==> src/rtl/regfile_write_arbiter.sv <==
// rtl/regfile_write_arbiter.sv - round-robin arbiter sharing the regfile write port; ARB_FIXED_PRIORITY_EN selects fixed priority
module regfile_write_arbiter #(
  parameter int NUM_REQ = 4,
  parameter int ADDR_W  = 5,
  parameter int DATA_W  = 32
) (
  input  logic                      clk,
  input  logic                      reset,
  input  logic                      hold,
  input  logic [NUM_REQ-1:0]        req,
  input  logic [NUM_REQ*ADDR_W-1:0] req_addr,
  input  logic [NUM_REQ*DATA_W-1:0] req_data,
  output logic [NUM_REQ-1:0]        grant,
  output logic                      rf_we,
  output logic [ADDR_W-1:0]         rf_waddr,
  output logic [DATA_W-1:0]         rf_wdata,
  output logic                      drop
);

  localparam int PTR_W = (NUM_REQ > 1) ? $clog2(NUM_REQ) : 1;

  typedef enum logic {IDLE = 1'b0, WRITE = 1'b1} state_t;

  state_t             state, state_nxt;
  logic [PTR_W-1:0]   ptr;
  logic [PTR_W-1:0]   win;
  logic               found;
  logic               accept;
  logic [ADDR_W-1:0]  sel_addr;
  logic [DATA_W-1:0]  sel_data;

  logic [NUM_REQ-1:0] grant_nxt;
  logic               we_nxt;
  logic               drop_nxt;
  logic [ADDR_W-1:0]  waddr_nxt;
  logic [DATA_W-1:0]  wdata_nxt;

  // Winner search: first requesting line starting at ptr, wrapping mod NUM_REQ
  always_comb begin
    int idx;
    found = 1'b0;
    win   = '0;
    idx   = 0;
    for (int k = 0; k < NUM_REQ; k++) begin
      idx = int'(ptr) + k;
      if (idx >= NUM_REQ) idx = idx - NUM_REQ;
      if (!found && req[idx[PTR_W-1:0]]) begin
        found = 1'b1;
        win   = idx[PTR_W-1:0];
      end
    end
  end

  assign accept   = !hold && found;
  assign sel_addr = req_addr[win*ADDR_W +: ADDR_W];
  assign sel_data = req_data[win*DATA_W +: DATA_W];

`ifdef ARB_FIXED_PRIORITY_EN
  // Fixed priority: search always starts at line 0
  assign ptr = '0;
`else
  // Round-robin pointer: moves just past the winner on every accept, frozen otherwise
  always_ff @(posedge clk or posedge reset) begin
    if (reset) begin
      ptr <= '0;
    end else if (accept) begin
      ptr <= (int'(win) == NUM_REQ - 1) ? '0 : win + 1'b1;
    end
  end
`endif

  // State register
  always_ff @(posedge clk or posedge reset) begin
    if (reset) state <= IDLE;
    else       state <= state_nxt;
  end

  // Next state: WRITE whenever this edge accepts a request
  always_comb begin
    state_nxt = accept ? WRITE : IDLE;
  end

  // Output decode for the next cycle; address/data hold when nothing is accepted
  always_comb begin
    grant_nxt = '0;
    we_nxt    = 1'b0;
    drop_nxt  = 1'b0;
    waddr_nxt = rf_waddr;
    wdata_nxt = rf_wdata;
    if (accept) begin
      grant_nxt = NUM_REQ'(1) << win;
      we_nxt    = (sel_addr != '0);
      drop_nxt  = (sel_addr == '0);
      waddr_nxt = sel_addr;
      wdata_nxt = sel_data;
    end
  end

  // Registered outputs so rf_we comes straight from a flop and cannot glitch
  always_ff @(posedge clk or posedge reset) begin
    if (reset) begin
      grant    <= '0;
      rf_we    <= 1'b0;
      drop     <= 1'b0;
      rf_waddr <= '0;
      rf_wdata <= '0;
    end else begin
      grant    <= grant_nxt;
      rf_we    <= we_nxt;
      drop     <= drop_nxt;
      rf_waddr <= waddr_nxt;
      rf_wdata <= wdata_nxt;
    end
  end

endmodule
==> config.mk <==
export PLATFORM = sky130hd
export DESIGN_NAME = regfile_write_arbiter
export DESIGN_NICKNAME = d
export VERILOG_FILES = /design/src/rtl/regfile_write_arbiter.sv
export SDC_FILE = /design/constraint.sdc
export NUM_CORES = 1
export LEC_CHECK = 0
export ABC_CLOCK_PERIOD_IN_PS = 1800
export BUFFER_PORTS_ARGS = -buffer_cell sky130_fd_sc_hd__buf_4
export CAP_MARGIN = 15
export CORE_MARGIN = 5
export CORE_UTILIZATION = 35
export DETAILED_ROUTE_END_ITERATION = 10
export PLACE_DENSITY = 0.78
export SETUP_SLACK_MARGIN = 0.05
export SLEW_MARGIN = 0
export SYNTH_ARGS = -nofsm -noshare
export SYNTH_HDL_FRONTEND = slang
export SYNTH_SLANG_ARGS = --single-unit
==> constraint.sdc <==
create_clock -name clk -period 1.8 [get_ports clk]
set_clock_uncertainty 0.05 [all_clocks]
set_input_delay 0.18 -clock clk [delete_from_list [all_inputs] [get_ports clk]]
set_output_delay 0.18 -clock clk [all_outputs]
set_load 0.01 [all_outputs]
==> flow_summary.toml, run 1 <==
[power]
p_leak_nw = 3.04
ir_worst_vdd_mv = 0.531
pwr-share-comb_pct = 67.0
switchingPower_mw = 2.86
clkPwrFrac_pct = 9.4
power_mw = 6.81
p_int_mw = 3.95
p_seq_share_pct = 23.5
swShare_pct = 42.0
power_density_nw_per_um2 = 1190

[final_layout]
final_cell_mix = "buf_4, nand2_1, nand3_2"
final_common_cell = "buf_4"
n_fill_cell = 643
antenna_cells = 0
drive_above_1_share_pct = 57.7
nets = 797
fin_util_pct = 69.4
stdcell_count = 743
syn_to_final_growth_pct = 93.4

[yosys]
seq_area_frac_synth_pct = 38.2
ys_seq_elements = 45
avgSynthCellArea_um2 = 6.87
synth-edff-count = 0
syn_area_um2 = 2950
synth.distinct_cells = 32
syn_inst = 429
ys.flop_type = "dfrtp_1"
ys_warn_count = 0
synthArstFlopShare_pct = 100
syn_nets = 588

[drt]
drc_errors = 0
viasPerCell = 5.12
drtPass1Iterations = 4
drt_first_iter_violations = 94
via_count = 3806
wl_mm = 12.7
wl_per_cell_um = 17.1
postRouteAntennaNets = 0

[die]
start_util_pct = 35.9
pin_count = 198
fp-row-count = 33
die_w_um = 102
die-area_um2 = 10400
core_um2 = 8220
die_h_um = 102

[critical_path]
start_kind = "flip-flop"
reg2reg_to = "rf_we"
cp-end-kind = "flip-flop"
worstPathArrival_ns = 2.12
reg2reg_depth = 7
r2r_start = "ptr[0]"
r2r_slack_ns = -0.20
cp.required_ns = 1.93
crit_start = "ptr[0]"
path_max_fanout = 6
crit_type = "reg -> reg"

[timing]
min_period_ns = 2.00
rsz0062_at_grt = "yes"
worst_pin_slew_ns = 0.895
post-route-period-util_pct = 111
finalWorstSetupSlack_ns = -0.195
fmax_mhz = 501
hold_violations = 0
final_max_slew_viol_count = 0
setup_viol = 40
relSlewSlack_pct = 40.2
whs_ns = 0.172

[hold_path]
min_path_type = "in -> reg"
hold_path_end = "rf_wdata[0]"
min_from = "req_data[96]"
holdPathStages = 5

[clock_network]
cts.sinks = 45
numCtsBuffers = 5
cts_buffer_depth = 2
clock_latency_ns = 0.29
clk_pin_slew_ns = 0.08
cts-root-buf = "clkbuf_8"
cts_tree = "built"
cts_max_level = 2

[global_routing]
grt_most_used_layer = "met2"
grt_pass1_wl_mm = 16.6
grt_use_met3_pct = 6.06
antenna_found_initial = 0
globalRouteTotalUtil_pct = 19.8
gr-usage-met2_pct = 34.5
use_met1_pct = 23.8
gr-total-overflow = 0
grt_start_max_net_pins = 35
grt_pass1_vias = 3583

[placement]
dp_slack_ns = -0.110
gp_congestion = 0.837
portBuffers = 197
post-dp-hpwl_mm = 7.92
dp_cells = 716

[run_status]
status = "complete, but fails checks"
violations = "setup timing"

[run]
maxCapViolCount = 0
layout make-up:
class,instances,area (um^2),share of cell area [%]
Multi-Input combinational cell,350,2250,39.5
Clock buffer,7,86.3,1.51
Tap cell,105,131,2.30
Inverter,3,23.8,0.417
Sequential cell,45,1130,19.8
Timing Repair Buffer,233,2080,36.5
cells by family (layout without fill, tap and decap cells):
logic type / count (synthesis) / count (layout) / share of synthesized area (%)
flip-flops: 45 / 45 / 38.2
multiplexers: 13 / 13 / 4.63
AO/OA/AOI/OAI: 13 / 13 / 2.93
buffers and inverters: 35 / 243 / 6.24
adder cells (fa/ha/maj): 4 / 4 / 1.70
AND/OR/NAND/NOR: 319 / 320 / 46.3
timing repair:
action | 4_1_cts | 5_1_grt
gates resized for setup | 13 | 152
endpoints found under the hold margin | 21 | 0
pin swaps | 3 | 79
cloned | 2 | 11
hold buffers | 1 | 0
buffers inserted | 1 | 5
endpoints found under the setup margin | 41 | 43
per-layer routing:
layer | vias up | part of all wire, %
met1 | 1778 | 37
li1 | 1816 | -
met5 | - | 0
met4 | 0 | 2.3
met3 | 28 | 9.0
met2 | 184 | 51
critical path: stages (launching register included):
cell and delay, ns:
dfrtp_1 0.41, and3b_1 0.20, nor3_2 0.21, and2_4 0.26
mux2i_1 0.22, mux2_4 0.19, nand2_2 0.06, o31a_1 0.29
Yosys cell counts, types with 3 or more instances:
cell type	n	area [um^2]
buf_2	10	50.1
nand2_1	206	773
o21ai_0	5	25.0
mux2i_1	8	80.1
nand3_1	96	480
and2_1	4	25.0
dfrtp_1	45	1130
ha_1	4	50.1
clkbuf_1	16	60.1
mux2_2	4	45.0
nor2_1	3	11.3
sequential cells by signal, summed over array words and instances (netlist names):
name,flops
rf_waddr,5
rf_wdata,32
grant,4
ptr,2
drop,1
rf_we,1
how the worst max path moves through the flow:
| stage | to | slack [ns] | cells past startpoint |
|---|---|---|---|
| after floorplan | rf_we | -0.02 | 9 |
| after global placement | rf_we | -0.04 | 7 |
| after detailed placement | rf_we | -0.11 | 7 |
| after CTS | rf_we | -0.1 | 7 |
| after global routing | drop | -0.28 | 7 |
| final | rf_we | -0.20 | 7 |
power by group through the flow:
| stage | clock network, mW | registers (mW) | logic (mW) |
|---|---|---|---|
| 2_1_floorplan | 0 | 1.74 | 1.64 |
| 3_3_place_gp | 0 | 1.59 | 3.01 |
| 3_5_place_dp | 0 | 1.60 | 3.06 |
| 4_1_cts | 0.651 | 1.59 | 3.25 |
| 5_1_grt | 0.700 | 1.64 | 4.91 |
| 6_report | 0.642 | 1.60 | 4.56 |
metrics by stage:
| stage | area, um^2 | setup TNS (ns) |
|---|---|---|
| detailed placement | 4600 | -2.07 |
| global placement | 4600 | -0.179 |
| CTS | 4790 | -0.267 |
| global route | 5700 | -6.13 |
| finish | 5700 | -2.26 |
| floorplan | 2980 | -0.0162 |
Note: power is estimated with default switching activity, not from simulation.
==> run 2, diff against run 1 <==
--- a/config.mk
+++ b/config.mk
@@ -5,13 +5,14 @@
 export SDC_FILE = /design/constraint.sdc
 export NUM_CORES = 1
 export LEC_CHECK = 0
-export ABC_CLOCK_PERIOD_IN_PS = 1800
+export ABC_CLOCK_PERIOD_IN_PS = 2200
 export BUFFER_PORTS_ARGS = -buffer_cell sky130_fd_sc_hd__buf_4
 export CAP_MARGIN = 15
+export CORE_ASPECT_RATIO = 0.6
 export CORE_MARGIN = 5
 export CORE_UTILIZATION = 35
 export DETAILED_ROUTE_END_ITERATION = 10
-export PLACE_DENSITY = 0.78
+export PLACE_DENSITY = 0.75
 export SETUP_SLACK_MARGIN = 0.05
 export SLEW_MARGIN = 0
 export SYNTH_ARGS = -nofsm -noshare
==> constraint.sdc (replaced) <==
create_clock -name clk -period 2.2 [get_ports clk]
set_clock_uncertainty 0.05 [all_clocks]
set_input_delay 0.22 -clock clk [delete_from_list [all_inputs] [get_ports clk]]
set_output_delay 0.22 -clock clk [all_outputs]
set_load 0.01 [all_outputs]
==> flow_summary.toml, run 2 (synthesis results as in run 1) <==
[die]
die_h_um = 81.1
start_util_pct = 36.7
fp-row-count = 25
die-area_um2 = 10400
pin_count = 198
core_um2 = 8040
die_w_um = 128

[power]
p_leak_nw = 2.60
power_density_nw_per_um2 = 967
ir_worst_vdd_mv = 0.452

[drt]
drt_first_iter_violations = 198
wl_per_cell_um = 14.9
drtPass1Iterations = 4
wl_mm = 10.9
via_count = 3582
drc_errors = 0
viasPerCell = 4.90
postRouteAntennaNets = 0

[global_routing]
globalRouteTotalUtil_pct = 20.3
grt_pass1_wl_mm = 17.1
grt_start_max_net_pins = 45
grt_pass1_vias = 3541
gr-total-overflow = 0
antenna_found_initial = 0

[final_layout]
ff_latch_area_um2 = 1130
syn_to_final_growth_pct = 61.5
final_area_um2 = 4760
n_fill_cell = 744
antenna_cells = 0
nets = 781
multi_input_area_um2 = 1670
top_register = "rf_wdata"
largest_reg_flops = 32
largestRegisters = "rf_wdata: 32 flops, rf_waddr: 5 flops, grant: 4 flops"
final_cell_mix = "buf_4, nand2_1, nand3_1"
drive_above_1_share_pct = 38.2
fin_util_pct = 59.2
final_common_cell = "buf_4"

[critical_path]
crit_start = "ptr[1]"
path_max_fanout = 7
crit_type = "reg -> reg"
cp-end-kind = "flip-flop"
start_kind = "flip-flop"
cp.required_ns = 2.32
path_cells = "and3b_1, o21ai_2, and2_4, clkbuf_4, mux2i_1, mux2_2, nand2_2, o31a_1"
worstPathArrival_ns = 2.18
reg2reg_depth = 8
crit_cells = 8
r2r_start = "ptr[1]"
slowest_delay_ns = 0.44
path_buf_inv = 1
cp_slowest_cell = "dfrtp_1"
crit_family = "simple AND/OR/NAND/NOR gates"

[placement]
placed_cell_area_um2 = 4530
post-dp-hpwl_mm = 8.50
portBuffers = 197
gp_congestion = 0.904

[timing]
rsz0062_at_grt = "no"
setup_viol = 0
hold_violations = 0
worst_pin_slew_ns = 0.459
post-route-period-util_pct = 93.8
final_max_slew_viol_count = 0
relSlewSlack_pct = 69.3
min_period_ns = 2.06
fmax_mhz = 484
totalNegativeSetupSlack_ns = 0

[clock_network]
clk_pin_slew_ns = 0.06
cts_buffer_depth = 2
cts-root-buf = "clkbuf_16"
cts_max_level = 2
cts.sinks = 45
numCtsBuffers = 5
cts_tree = "built"
clock_latency_ns = 0.28

[hold_path]
min_from = "req_data[33]"
min_path_type = "in -> reg"
holdPathStages = 5

[run]
maxCapViolCount = 0

[run_status]
status = "finished, final reports clean"
==> run 2: area by class of cell <==
type | instances | share of cell area, %
multi-input cells | 350 | 35.2
inverters | 3 | 0.236
well taps | 108 | 2.84
flip-flops and latches | 45 | 23.6
clock buffers | 6 | 2.71
repair buffers | 217 | 34.6
clock inverters | 2 | 0.815
==> run 2: through the flow <==
step           hold slack, ns  power (mW)  worst slack (ns)  cells
6_report                0.213        4.61             0.136    731
5_1_grt                 0.234        4.99            0.0706    731
4_1_cts                 0.210        4.57             0.118    726
3_5_place_dp            0.151        3.71             0.131    717
3_3_place_gp            0.149        3.66             0.238    717
2_1_floorplan           0.406        2.72             0.333    429
==> run 2: power by group <==
part	leakage (nW)	internal [mW]	switching, mW
clock	0.0810	0.538	0.305
combinational	1.97	1.13	1.33
sequential	0.553	1.12	0.181
total	2.60	2.79	1.81
==> run 2: layer usage <==
layer  vias to the layer above  wire length, um  track usage [%]
li1                       1780                -                -
met1                      1637             4460             26.2
met2                       161             5050             34.5
met3                         4             1310             6.18
met4                         0               51             2.86
met5                         -                0                0
==> run 2: tightest hold or removal path, delay by kind of cell <==
kind	cells	cell delay [ns]
buffers and inverters	1	0.08
and+or+nand+nor	4	0.22
==> run 2: final timing paths <==
kind / to / slack, ns
worst max-delay path: rf_we / 0.14
worst min-delay path: rf_wdata[1] / 0.21
worst max register to register: rf_we / 0.14
worst min register to register: rf_wdata[31] / 0.43
max in group asynchronous: rf_wdata[2] / 1.12
min in group asynchronous: rf_waddr[3] / 0.42
==> run 2: timing repair <==
action | 4_1_cts | 5_1_grt
endpoints found under the setup margin | 0 | 16
hold endpoints to repair | 13 | 0
hold buffers | 1 | 0
buffers inserted | 0 | 4
gates resized for setup | 0 | 4
